--- config.mk ---
export PLATFORM = sky130hd
export DESIGN_NAME = note_player
export DESIGN_NICKNAME = d
export VERILOG_FILES = /design/src/rtl/note_player_pkg.sv /design/src/rtl/note_player_frequency_rom.sv /design/src/rtl/note_player.sv
export SDC_FILE = /design/constraint.sdc
export NUM_CORES = 1
export LEC_CHECK = 0
export ABC_AREA = 1
export CAP_MARGIN = 20
export CORE_MARGIN = 4
export CORE_UTILIZATION = 45
export DETAILED_ROUTE_END_ITERATION = 12
export PLACE_DENSITY = 0.66
export SYNTH_ARGS = -nofsm -noshare
export SYNTH_HDL_FRONTEND = slang
export SYNTH_HIERARCHICAL = 1
export SYNTH_SLANG_ARGS = --single-unit
--- constraint.sdc ---
create_clock -name clk -period 5.6 [get_ports clk]
set_input_delay 1.4 -clock clk [delete_from_list [all_inputs] [get_ports clk]]
set_output_delay 1.4 -clock clk [all_outputs]
set_load 0.01 [all_outputs]
--- src/rtl/note_player_pkg.sv ---
// note_player_pkg: shared widths, FSM state encoding and octave base steps for the note player and song reader
package note_player_pkg;
  localparam int NOTE_WIDTH     = 6;
  localparam int DURATION_WIDTH = 6;
  localparam int STEP_WIDTH     = 20;
  localparam int PHASE_WIDTH    = 22;
  typedef enum logic {IDLE = 1'b0, PLAYING = 1'b1} state_e;
  // Phase steps for the lowest octave (A1 = 55 Hz upward) at 48 kHz with a 22-bit accumulator.
  function automatic logic [14:0] base_step(input logic [3:0] semi);
    case (semi)
      4'd0:    return 15'd4806;
      4'd1:    return 15'd5092;
      4'd2:    return 15'd5394;
      4'd3:    return 15'd5715;
      4'd4:    return 15'd6055;
      4'd5:    return 15'd6415;
      4'd6:    return 15'd6797;
      4'd7:    return 15'd7201;
      4'd8:    return 15'd7629;
      4'd9:    return 15'd8083;
      4'd10:   return 15'd8563;
      4'd11:   return 15'd9072;
      default: return 15'd0;
    endcase
  endfunction
endpackage

--- src/rtl/note_player_frequency_rom.sv ---
// frequency_rom: 64-entry note-to-phase-step table; address 0 (rest) gives step 0
//   addr_i : note index
//   step_o : phase increment per sample
module frequency_rom
  import note_player_pkg::*;
(
  input  logic [NOTE_WIDTH-1:0] addr_i,
  output logic [STEP_WIDTH-1:0] step_o
);
  logic [NOTE_WIDTH-1:0] idx;
  logic [3:0] semi;
  logic [2:0] oct;
  // Notes 1..63 map to 12 semitones per octave; each octave doubles the step.
  always_comb begin
    idx    = addr_i - NOTE_WIDTH'(1);
    semi   = 4'(idx % 6'd12);
    oct    = 3'(idx / 6'd12);
    step_o = (addr_i == '0) ? '0 : STEP_WIDTH'(base_step(semi)) << oct;
  end
endmodule

--- src/rtl/note_player.sv ---
// note_player: one voice that holds a note for a number of beats and advances its phase accumulator
//   clk, reset (async active-low)
//   play_enable, note, duration, load_new_note, beat, generate_next_sample : control inputs
//   done, note_active, phase, sample_tick : voice status and phase output
module note_player
  import note_player_pkg::*;
(
  input  logic                      clk,
  input  logic                      reset,
  input  logic                      play_enable,
  input  logic [NOTE_WIDTH-1:0]     note,
  input  logic [DURATION_WIDTH-1:0] duration,
  input  logic                      load_new_note,
  input  logic                      beat,
  input  logic                      generate_next_sample,
  output logic                      done,
  output logic                      note_active,
  output logic [PHASE_WIDTH-1:0]    phase,
  output logic                      sample_tick
);
  state_e                    state_q;
  logic [NOTE_WIDTH-1:0]     note_q;
  logic [DURATION_WIDTH-1:0] remaining_q;
  logic [PHASE_WIDTH-1:0]    phase_q;
  logic                      sample_tick_q;
  logic [STEP_WIDTH-1:0]     freq_step;

  frequency_rom u_rom (.addr_i(note_q), .step_o(freq_step));

  always_ff @(posedge clk or negedge reset) begin
    if (!reset) begin
      state_q       <= IDLE;
      note_q        <= '0;
      remaining_q   <= '0;
      phase_q       <= '0;
      sample_tick_q <= 1'b0;
    end else begin
      sample_tick_q <= 1'b0;
      case (state_q)
        IDLE: if (load_new_note && duration != '0) begin
          note_q      <= note;
          remaining_q <= duration;
          phase_q     <= '0;
          state_q     <= PLAYING;
        end
        PLAYING: begin
          if (beat && play_enable) begin
            remaining_q <= remaining_q - DURATION_WIDTH'(1);
            if (remaining_q == DURATION_WIDTH'(1)) state_q <= IDLE;
          end
          // The last beat's edge still applies its phase update.
          if (generate_next_sample && play_enable) begin
            phase_q       <= phase_q + PHASE_WIDTH'(freq_step);
            sample_tick_q <= 1'b1;
          end
        end
        default: state_q <= IDLE;
      endcase
    end
  end

  assign done        = (state_q == IDLE);
  assign note_active = (state_q == PLAYING) && (note_q != '0);
  assign phase       = phase_q;
  assign sample_tick = sample_tick_q;
endmodule

; After elaboration in Yosys (flattened, before gate mapping)
; Memory sizes are Yosys's and may differ from the RTL's.
; Index checks and enable logic that the tools add are counted.
[word_totals]
regBits = 36
romBits = 224
output_inout_bits = 25
elab_cells = 40
memories = 1
[mem_list]
columns = name, depth, width, rd, rd_clocked_by_memory_dff, wr, line_no
row1 = (no name shown), 16, 14, 1, 0, 0, note_player_pkg.sv:10  ; case (semi)
[op_classes]
addsub = 3
n_div = 2
eq_ne = 4
n_shift = 1
mux = 13
bitwise = 1
n_reduce_logical = 10
[ops]
columns = op, count
row1 = 22-bit 2-to-1 mux, 2
row2 = 22-bit case mux with 2 select lines, 1
row3 = 22-bit by 20-bit adder with 22-bit output, 1
row4 = 20-bit 2-to-1 mux, 1
row5 = 15-bit by 3-bit left shift with 20-bit output, 1
row6 = 6-bit 2-to-1 mux, 2
row7 = 6-bit case mux with 2 select lines, 1
row8 = 6-bit nonzero test, 2
row9 = "6-bit by 1-bit subtractor with 6-bit output, second input constant", 2
row10 = "6-bit by 4-bit divider with 6-bit output, second input constant", 1
row11 = "6-bit by 1-bit == test with 1-bit output, second input constant", 1
row12 = 6-bit logical NOT, 1
row13 = "6-bit by 4-bit remainder unit with 6-bit output, second input constant", 1
row14 = "2-bit by 1-bit inequality test with 1-bit output, second input constant", 3
row15 = 2-bit AND reduction, 3
row16 = 1-bit 2-to-1 mux, 5
row17 = 1-bit logical AND, 4
row18 = 1-bit case mux with 2 select lines, 1
row19 = 1-bit inverter, 1

; Longest topological paths before layout
; An unclocked memory read counts as a cell.
[depth]
depth_word = 8
ltp_mapped = 41
ltp_nobuf = 41

; Hierarchy
; The synthesis kept the hierarchy.
[modules_own_cells]
columns = mod, instances, cells_per_inst, area_each_um2
row1 = note_player, 1, 444, 2962.8
row2 = frequency_rom, 1, 243, 1226.2

; Least setup slack after synthesis
; Ideal clock, no wire load.
[synth_path]
path_type = reg-to-reg
startpoint = register note_q[0]
endpoint = register phase_q[16], in the netlist phase[16]
setup_time_ns = 0.117
arrival_ns = 4.569
required_ns = 5.483
setup_slack_ns = 0.914
path_stages_with_launch = 40
path_buffers = 1
synth_period_minus_slack_ns = 4.686
path_cell_list = dfrtp_1 inv_1 ha_1 nand3_1 nand2_1 nand2_1 inv_1 ha_1 inv_1 or2_1 nand2_2 nand2_2 nor2_4 nand2_1 nand2_1 inv_1 ha_1 inv_1 [... 4 more ...] nand2_4 buf_6 nand3_1 nand3_1 nor3_1 ha_1 inv_1 fa_1 inv_1 nand3_1 nand3_1 nand2_1 nand2_1 nand3_1 nand2_1 nand2_1 nand3_1 nand2_1
[synth_via]
elab_chain_len = 8
elab_cells_between_ends = 10
[synth_rtl]
columns = element, line_no
row1 = "start, declared", note_player.sv:22  ; logic [NOTE_WIDTH-1:0] note_q;
row2 = "start signal, assigned", note_player.sv:41  ; note_q <= note;
row3 = 6-bit by 1-bit subtractor with 6-bit output, note_player_frequency_rom.sv:15  ; idx = addr_i - NOTE_WIDTH'(1);
row4 = 6-bit by 4-bit remainder unit with 6-bit output, note_player_frequency_rom.sv:16  ; semi = 4'(idx % 6'd12);
row5 = memory read 16 x 14 bit, n/a
row6 = 15-bit by 3-bit left shift with 20-bit output, note_player_frequency_rom.sv:18  ; step_o = (addr_i == '0) ? '0 : STEP_WIDTH'(base_step(semi)) << oct;
row7 = 20-bit 2-to-1 mux (*), note_player_frequency_rom.sv:18
row8 = named net freq_step[0], note_player.sv:26  ; logic [STEP_WIDTH-1:0] freq_step;
row9 = 22-bit by 20-bit adder with 22-bit output (*), note_player.sv:53  ; phase_q <= phase_q + PHASE_WIDTH'(freq_step);
row10 = 22-bit 2-to-1 mux (*), note_player.sv:52  ; if (generate_next_sample && play_enable) begin
row11 = 22-bit case mux with 2 select lines (*), note_player.sv:39  ; case (state_q)
row12 = "end signal, assigned", note_player.sv:53
row13 = "end, declared", note_player.sv:24  ; logic [PHASE_WIDTH-1:0] phase_q;
; The timed path passes the listed nets; every way through them passes the cells marked *. The select of a mux whose other input is x is not followed.
; A chain may end at the register's enable or synchronous reset.

; Final worst setup path
[layout_path]
startpoint = register note_q[1]
endpoint = register phase_q[9], in the netlist phase[9]
; The elaborated chain is that of the path after synthesis.

==> results.json <==
{
  "multiInputGateArea_um2": 2900,
  "synth-seq-area-share_pct": 21.5,
  "period_minus_slack_ns": 5.17,
  "syn_nets": 737,
  "fmax_mhz": 193,
  "drive_gt1_share_pct": 10.0,
  "synth-seq-cells": 36,
  "hold_viol_final": 0,
  "fin_worst_skew_ns": 0.0213,
  "min_delay_worst_endpoint": "phase[18]",
  "drt_iter0_markers": 273,
  "syn_inst": 687,
  "cts_tree": "done",
  "globalRoute.totalOverflow": 0,
  "drc": 0,
  "die_area_um2": 10900,
  "yosys_warnings": 6,
  "max_stage_delay_ns": 0.47,
  "hp-start": "phase[18]",
  "seq_area_um2": 903,
  "worstPathRequired_ns": 5.78,
  "die_h_um": 104,
  "clk_pin_slew_ns": 0.09,
  "routedWlPerCell_um": 14.1,
  "initial_core_util_pct": 47.1,
  "yosys.area.top_type_share_pct": 21.7,
  "synth_area_leaders": "nand2_1, dfrtp_1, nand3_1, ha_1, inv_1",
  "cts.path.max_buffers": 2,
  "numPortBuffers": 42,
  "vias_per_cell": 5.34,
  "critical_path_class": "flop to flop",
  "insertion_delay_ns": 0.31,
  "status": "finished, final reports clean",
  "clock-sinks": 36,
  "min_path_type": "flop to flop",
  "grt_first_pass_wirelength_um": 19400,
  "dieWidth_um": 104,
  "cpMaxStageDelayCell": "dfrtp_2",
  "startpoint_type": "flop",
  "antenna_found_initial": 0,
  "cts_hold_buf": 0,
  "grtUsageTotal_pct": 21.6,
  "fin_crit_sh_pct": 92.3,
  "syn_area_um2": 4190,
  "whs_path_depth": 2,
  "numCtsBuffers": 5,
  "ios": 43,
  "numPlacedInstances": 828,
  "vias": 4471,
  "arrival_ns": 5.35,
  "r2r_start": "note_q[1]",
  "drt_wl_total_um": 11800,
  "grt_max_degree": 37,
  "crit_path_max_fanout": 19,
  "fin_tns_setup_ns": 0,
  "ff2ff_path_depth": 37,
  "core-area_um2": 8890,
  "r2r-end": "phase[9]",
  "ys_types": 44,
  "antennaDiodeCount": 0,
  "utilization_pct": 54.6,
  "cts_root_buffer": "clkbuf_8",
  "rrSetupSlack_ns": 0.43,
  "yosysTopAreaCell": "nand2_1",
  "n_fill_cell": 887,
  "antenna_left": 0,
  "tightest_slew_ns": 0.918,
  "htree_levels": 2,
  "synth.avg_cell_area_um2": 6.10,
  "final_net_count": 778,
  "drt-pass1-iter-count": 6,
  "setup_viol": 0,
  "cpMostUsedCell": "nand2_1",
  "endpoint_kind": "flop",
  "slew_viol_final": 0,
  "cap_violations": 0,
  "rows": 34,
  "place_ws_ns": 0.274,
  "grt_pass1_vias": 4050,
  "syn_to_final_growth_pct": 15.9,
  "finalNonFillerCells": 837,
  "fin_ws_ns": 0.431,
  "routabilityCongestion": 0.958,
  "place_hpwl_um": 9320,
  "slew_headroom_pct": 38.8
}
-- cell families after synthesis --
logic type	after synthesis	share of synthesized area (%)
XOR/XNOR	9	1.88
AO/OA/AOI/OAI	56	7.80
buffers and inverters	104	9.89
AND/OR/NAND/NOR	450	49.2
flip-flops	36	21.5
adder cells (fa/ha/maj)	32	9.74
-- Yosys cell counts (all sizes together) --
cell    instances
xnor2           5
inv            92
a21o            1
nand2         263
buf             9
nand4           5
o22ai           2
dfrtp          36
nand3b          9
clkbuf          3
fa              1
ha             31
o21bai          3
o21ai          25
a22o            1
a21boi          1
o31ai           1
and3            1
nand3         111
nor4            3
or2             3
and2            2
nor3            3
o211ai          1
xor2            4
a31oi           2
a32o            1
nor2           50
a21oi          18
-- final cells by class --
class / count / share of cell area (%)
clock buffers: 7 / 1.98
flip-flops and latches: 36 / 18.6
repair buffers: 46 / 9.17
clock inverters: 1 / 0.618
well taps: 108 / 2.78
inverters: 92 / 7.24
multi-input cells: 547 / 59.6
-- worst max-delay path: cells and delay by family, from the launching register on --
family | cells | cell delay (ns)
adders and majority gates | 4 | 0.99
and+or+nand+nor | 24 | 2.73
buffers and inverters | 8 | 0.65
DFF | 1 | 0.47
AOI/OAI and AO/OA | 1 | 0.20
-- worst max-delay path by stage --
stage	from	endpoint	slack (ns)
after floorplan	note_q[0]	phase[16]	0.91
after global routing	note_q[0]	phase[9]	-0.03
final	note_q[1]	phase[9]	0.43
after detailed placement	note_q[0]	phase[16]	0.27
after CTS	note_q[0]	phase[14]	0.26
after global placement	note_q[0]	phase[16]	0.48
-- metrics by stage --
| step | instance area (µm²) | hold WS [ns] |
|---|---|---|
| final | 4860 | 0.521 |
| after global routing | 4860 | 0.550 |
| after floorplan | 4190 | 0.515 |
| after global placement | 4700 | 0.498 |
| after detailed placement | 4700 | 0.502 |
| after CTS | 4820 | 0.525 |
-- state kept, by name, summed over array words and instances, names as in the netlist --
signal,cells
phase,22
note_q,6
remaining_q,6
sample_tick,1
state_q,1
-- timing repair --
| action | in CTS | in global routing |
|---|---|---|
| setup endpoints to repair | 0 | 16 |
| resized for setup | 0 | 8 |
| setup buffers | 0 | 1 |
-- layer usage --
metal,GRT usage [%],share of wire (%)
met3,3.60,5.6
met2,33.0,43
met4,7.31,2.5
met1,30.8,49
met5,0,0
-- cells in the final DEF (no fill, tap or decap), types with 2 or more instances in the layout --
cell type	count
o21bai_1	3
nand2_2	18
xor2_1	4
clkbuf_8	7
inv_1	79
nor3_1	2
nand4_1	5
nor2_2	4
dfrtp_1	34
nand2_4	2
nand3_2	7
o22ai_1	2
inv_2	11
or2_1	3
ha_1	30
clkdlybuf4s50_1	41
a21oi_2	2
o21ai_1	11
nor2_4	5
nand3b_1	9
xnor2_1	5
o21ai_0	12
nand3_1	103
a21oi_1	16
nand2_1	242
nor4_1	3
a31oi_1	2
nor2_1	41
o21ai_2	2
dfrtp_2	2
buf_4	4
Power is left out: the tool's default activity adds up to more than one toggle a clock period on the data nets, which glitch-free logic cannot reach.
==> RTL change 1, RTL diff (config.mk and constraints unchanged) <==
Change the package constant `DURATION_WIDTH` from 6 to 3.
--- a/src/rtl/note_player_pkg.sv
+++ b/src/rtl/note_player_pkg.sv
@@ -3,3 +3,3 @@
   localparam int NOTE_WIDTH     = 6;
-  localparam int DURATION_WIDTH = 6;
+  localparam int DURATION_WIDTH = 3;
   localparam int STEP_WIDTH     = 20;
Ports: changed (resized duration); port bits go from 43 to 40. No check against the original RTL was run, so the function may have changed too.
==> RTL change 1 against the unedited design <==
Setup slack got worse by 26 ps. First-iteration DRC count rose by 24%. Area after synthesis fell by 4.7%. Non-clock buffer count fell by 5. Maximum frequency fell by 0.50%. Sequential cell count fell by 3. Die area fell by 4.4%. Wire length fell by 2.4%. Cell area fell by 5.1%. Critical endpoint is now phase[16]. Highest routed layer unchanged.
Power is not shown: default switching activity piles up to over one toggle a cycle in this logic, so the estimate is an artifact.
==> RTL change 1: results (changes against the unedited design) <==
Worst setup path
  – Worst path arrival time: 5380 ps (+30 ps)
  – Reg2Reg Setup Slack: 400 ps (-30 ps)
  – Maximum fanout along the worst path: 15 (-4)

Layout
  – Nets: 748 (-3.9%)
  – Diodes inserted: 0 (unchanged)
  – Final Non-Filler Cells: 810 (-3.2%)
  – Share of layout cells above drive strength 1: 8.97% (-1.0 points)
  – Max reg flops: 22 (unchanged)

Placed design
  – Area after DPL: 4460 um2 (-5.0%)
  – Placed Instances: 802 (-3.1%)
  – # port buffers: 39 (-7.1%)
  – Pre-CTS setup slack: 96.3 ps (-177 ps)
  – Final Wtd Congestion: 0.934 (-2.5%)
  – DP Wirelength: 9.22 mm (-1.1%)

STA
  – Final setup skew: 5.17 ps (-16.2 ps)
  – Worst Max-Slew Pin Slew: 778 ps (-141 ps)
  – Fmax: 192 MHz (-0.50%)

Detailed routing
  – DRT Pass-1 Iters: 5 (-1)
  – Iteration-0 DRC Markers: 338 (+24%)
  – Antenna-violating nets left: 0 (unchanged)
  – Vias: 4314 (-3.5%)
  – Wire per inst: 14.2 um (+0.82%)

Yosys
  – Synthesized cell area: 3990 um2 (-4.7%)
  – Unique masters post-synth: 41 (-6.8%)
  – Sequential share of the synthesized area: 20.7% (-0.82 points)
  – Syn avg cell area: 6.01 um2 (-1.4%)
  – Ranking of synthesized cells by area: nand2_1, dfrtp_1, nand3_1
  – Share of synthesized registers carrying an async set or reset: 100% (unchanged)
  – Syn Nets: 711 (-3.5%)
  – Most frequent cells after synthesis: nand2_1, nand3_1, inv_1, nor2_1, dfrtp_1

Global route
  – Global-route wire length before repair: 19.0 mm (-2.2%)
  – Largest net degree at the start of global routing: 34 (-8.1%)
  – All-Layer GR Usage: 22.7% (+1.1 points)
  – Initial antenna violation count: 0 (unchanged)
  – Vias in the first global route: 3971 (-2.0%)

Clocking
  – Cts bufs inserted: 5 (unchanged)

Run status
  – Status: complete, no violations
RTL change 1: cell count changes in the layout (fill, tap and decap cells not counted), sizes merged, moves of 3 or more:
| cell | delta |
|---|---|
| nand2 | -12 |
| nand3 | -9 |
| mux2 | +6 |
| a21oi | -4 |
| inv | +4 |
| nand4 | +4 |
| clkdlybuf4s50 | -3 |
| dfrtp | -3 |
RTL change 1: kinds of logic (layout without fill, tap and decap cells):
group	count (synthesis)	count (layout)	share of synthesized area [%]
DFF	33	33	20.7
AOI/OAI and AO/OA	48	48	6.87
buffers and inverters	107	145	10.7
and+or+nand+nor	431	431	48.3
adders and majority gates	32	32	10.2
xor gates and xnor gates	7	7	1.54
muxes	6	6	1.69
RTL change 1: layout make-up:
cell class	instances	area [um2]
fillers	952	4070
multi-input cells	524	2770
clock inverters	2	37.5
flip-flops and latches	33	828
repair buffers	41	400
inverters	96	360
clock buffers	6	82.6
well taps	108	135
RTL change 1: routing by layer:
layer	global-route usage [%]	vias to the layer above	share of wire, %
met2	36.4	121	45
met3	2.59	12	5.7
met1	33.0	1981	48
li1	-	2200	-
met4	4.74	0	0.96
met5	0	-	0
RTL change 1: worst max-delay path: cells and delay by family, from the launching register on:
family / cells / cell delay, ps
simple gates: 24 / 2450
buf+inv: 8 / 760
compound gates: 1 / 180
flops: 1 / 470
fa+ha+maj: 5 / 1220
RTL change 1: path summary, 6_finish.rpt:
kind,cells past startpoint,endpoint,start
hold / removal,2,phase[18],phase[18]
min in group asynchronous,1,phase[19],reset
max in group asynchronous,1,note_q[0],reset
hold reg to reg,2,phase[18],phase[18]
setup reg to reg,38,phase[16],note_q[1]
setup / recovery,38,phase[16],note_q[1]
RTL change 1: stage by stage:
| step | utilization, % | TNS (ps) | hold slack, ps |
|---|---|---|---|
| floorplan | - | 0 | 508 |
| global placement | 51.4 | 0 | 503 |
| detailed placement | 51.4 | 0 | 505 |
| CTS | 52.8 | 0 | 524 |
| global route | 53.1 | -14.7 | 561 |
| finish | 53.1 | 0 | 517 |
==> RTL change 2, RTL diff (same flow settings) <==
Made on the original files. Put a register stage on the outputs `done` and `note_active`, without a reset. The values now appear one clock later. The other outputs are not delayed to match.
--- a/src/rtl/note_player.sv
+++ b/src/rtl/note_player.sv
@@ -61,4 +61,6 @@
 
-  assign done        = (state_q == IDLE);
-  assign note_active = (state_q == PLAYING) && (note_q != '0);
+  always_ff @(posedge clk) begin
+    done        <= (state_q == IDLE);
+    note_active <= (state_q == PLAYING) && (note_q != '0);
+  end
   assign phase       = phase_q;
Behaviour: not the same (a bounded check fails within 4 cycles, from zero or initial values and one cycle with reset low).
==> RTL change 2 against the unedited design <==
Cell area grew 1.8%. Sequential cell count grew 2. Wire length shrank 2.4%. Synthesized cell count grew 1.5%. Clock skew shrank 8.6 ps. Non-clock buffer count is the same. Setup slack gained 130 ps. Area after synthesis grew 1.9%. Worst hold slack gained 10 ps. First-iteration DRC count shrank 20%.
Power is not shown: default switching activity piles up to over one toggle a cycle in this logic, so the estimate is an artifact.
==> RTL change 2: results (changes against the unedited design) <==
Layout
  – Fill count: 965 (+8.8%)
  – Share of layout cells above drive strength 1: 11.5% (+1.5 points)
  – Nets: 788 (+1.3%)

Yosys
  – Sequential share of the synthesized area: 22.0% (+0.54 points)
  – Unique masters post-synth: 46 (+4.5%)
  – Ranking of synthesized cells by area: nand2_1, dfrtp_1, nand3_1
  – Syn Nets: 747 (+1.4%)
  – Most frequent cells after synthesis: nand2_1, nand3_1, inv_1, nor2_1, dfrtp_1
  – Share of synthesized registers carrying an async set or reset: 94.7% (-5.3 points)

Detailed routing
  – Vias per inst: 5.12 (-4.2%)
  – Wire length on met2: 5.04 mm (-1.0%)
  – Iteration-0 DRC Markers: 218 (-20%)
  – Routed length on met3: 309 um (-54%)

Worst setup path
  – Worst path arrival time: 5230 ps (-120 ps)
  – R2R Path End: phase[20]
  – Reg2Reg Setup Slack: 560 ps (+130 ps)
  – Worst r2r path cells: 38 (+2.7%)

STA
  – Slew HR: 42.6% (+3.8 points)

Worst hold path
  – Hold Path Sink: phase[15]
  – Hold Crit Start: phase[15]

Run status
  – Status: complete, no violations

Global route
  – Global-route wire length before repair: 19.6 mm (+1.1%)
  – Vias in the first global route: 4089 (+0.96%)

Placed design
  – Final Wtd Congestion: 0.904 (-5.6%)
  – DP Wirelength: 9.27 mm (-0.53%)
## RTL change 2: changes by cell type after synthesis, sizes merged, moves of 2 or more
| cell | unedited run | this run |
|---|---|---|
| a21oi | 18 | 15 |
| a31oi | 2 | 4 |
| nand3 | 111 | 108 |
| dfxtp | 0 | 2 |
| inv | 92 | 97 |
| nand2 | 263 | 266 |
| nor2 | 50 | 55 |
## RTL change 2: cells by family (layout without fill, tap and decap cells)
logic type / after synthesis / count (layout) / share of synthesized area, %
compound gates: 55 / 55 / 7.71
fa+ha+maj: 32 / 32 / 9.56
simple gates: 454 / 454 / 48.8
flops: 38 / 38 / 22.0
buf+inv: 110 / 152 / 10.3
xor+xnor: 8 / 8 / 1.64
## RTL change 2: timing repair
item / 4_1_cts / 5_1_grt
setup buffers: 0 / 2
setup endpoints to repair: 0 / 16
resized for setup: 0 / 8
## RTL change 2: worst max path at each step
stage / from / end / slack (ps)
after floorplan: note_q[0] / phase[16] / 930
after global placement: note_q[0] / phase[16] / 510
after detailed placement: note_q[0] / phase[14] / 260
after CTS: note_q[0] / phase[14] / 250
after global routing: note_q[1] / phase[18] / 10
final: note_q[1] / phase[20] / 560
## RTL change 2: through the flow
step,setup WS (ps),hold WS [ps],cell area [um2],instances,utilization (%)
after floorplan,935,515,4270,697,-
after global placement,514,494,4790,858,51.8
after detailed placement,255,512,4790,858,51.8
after CTS,253,533,4900,866,53.0
after global routing,14.1,562,4940,868,53.5
final,560,531,4940,868,53.5
## RTL change 2: per-layer routing
metal	vias up	GRT usage, %
met1	2022	31.5
met3	13	1.96
met4	0	6.19
li1	2317	-
met5	-	0
met2	88	33.1
## RTL change 2: cell type report
cell class	count	area [um2]	area share, %
multi-input cells	549	2910	58.9
flip-flops and latches	38	943	19.1
repair buffers	46	445	9.01
inverters	98	374	7.57
well taps	129	161	3.26
clock buffers	7	76.3	1.54
clock inverters	1	30.0	0.607
## RTL change 2: critical path: cells and delay by family (launching register included)
family	cells	cell delay (ps)
AOI/OAI and AO/OA	2	230
adders and majority gates	4	940
buffers and inverters	8	730
DFF	1	470
and+or+nand+nor	24	2560
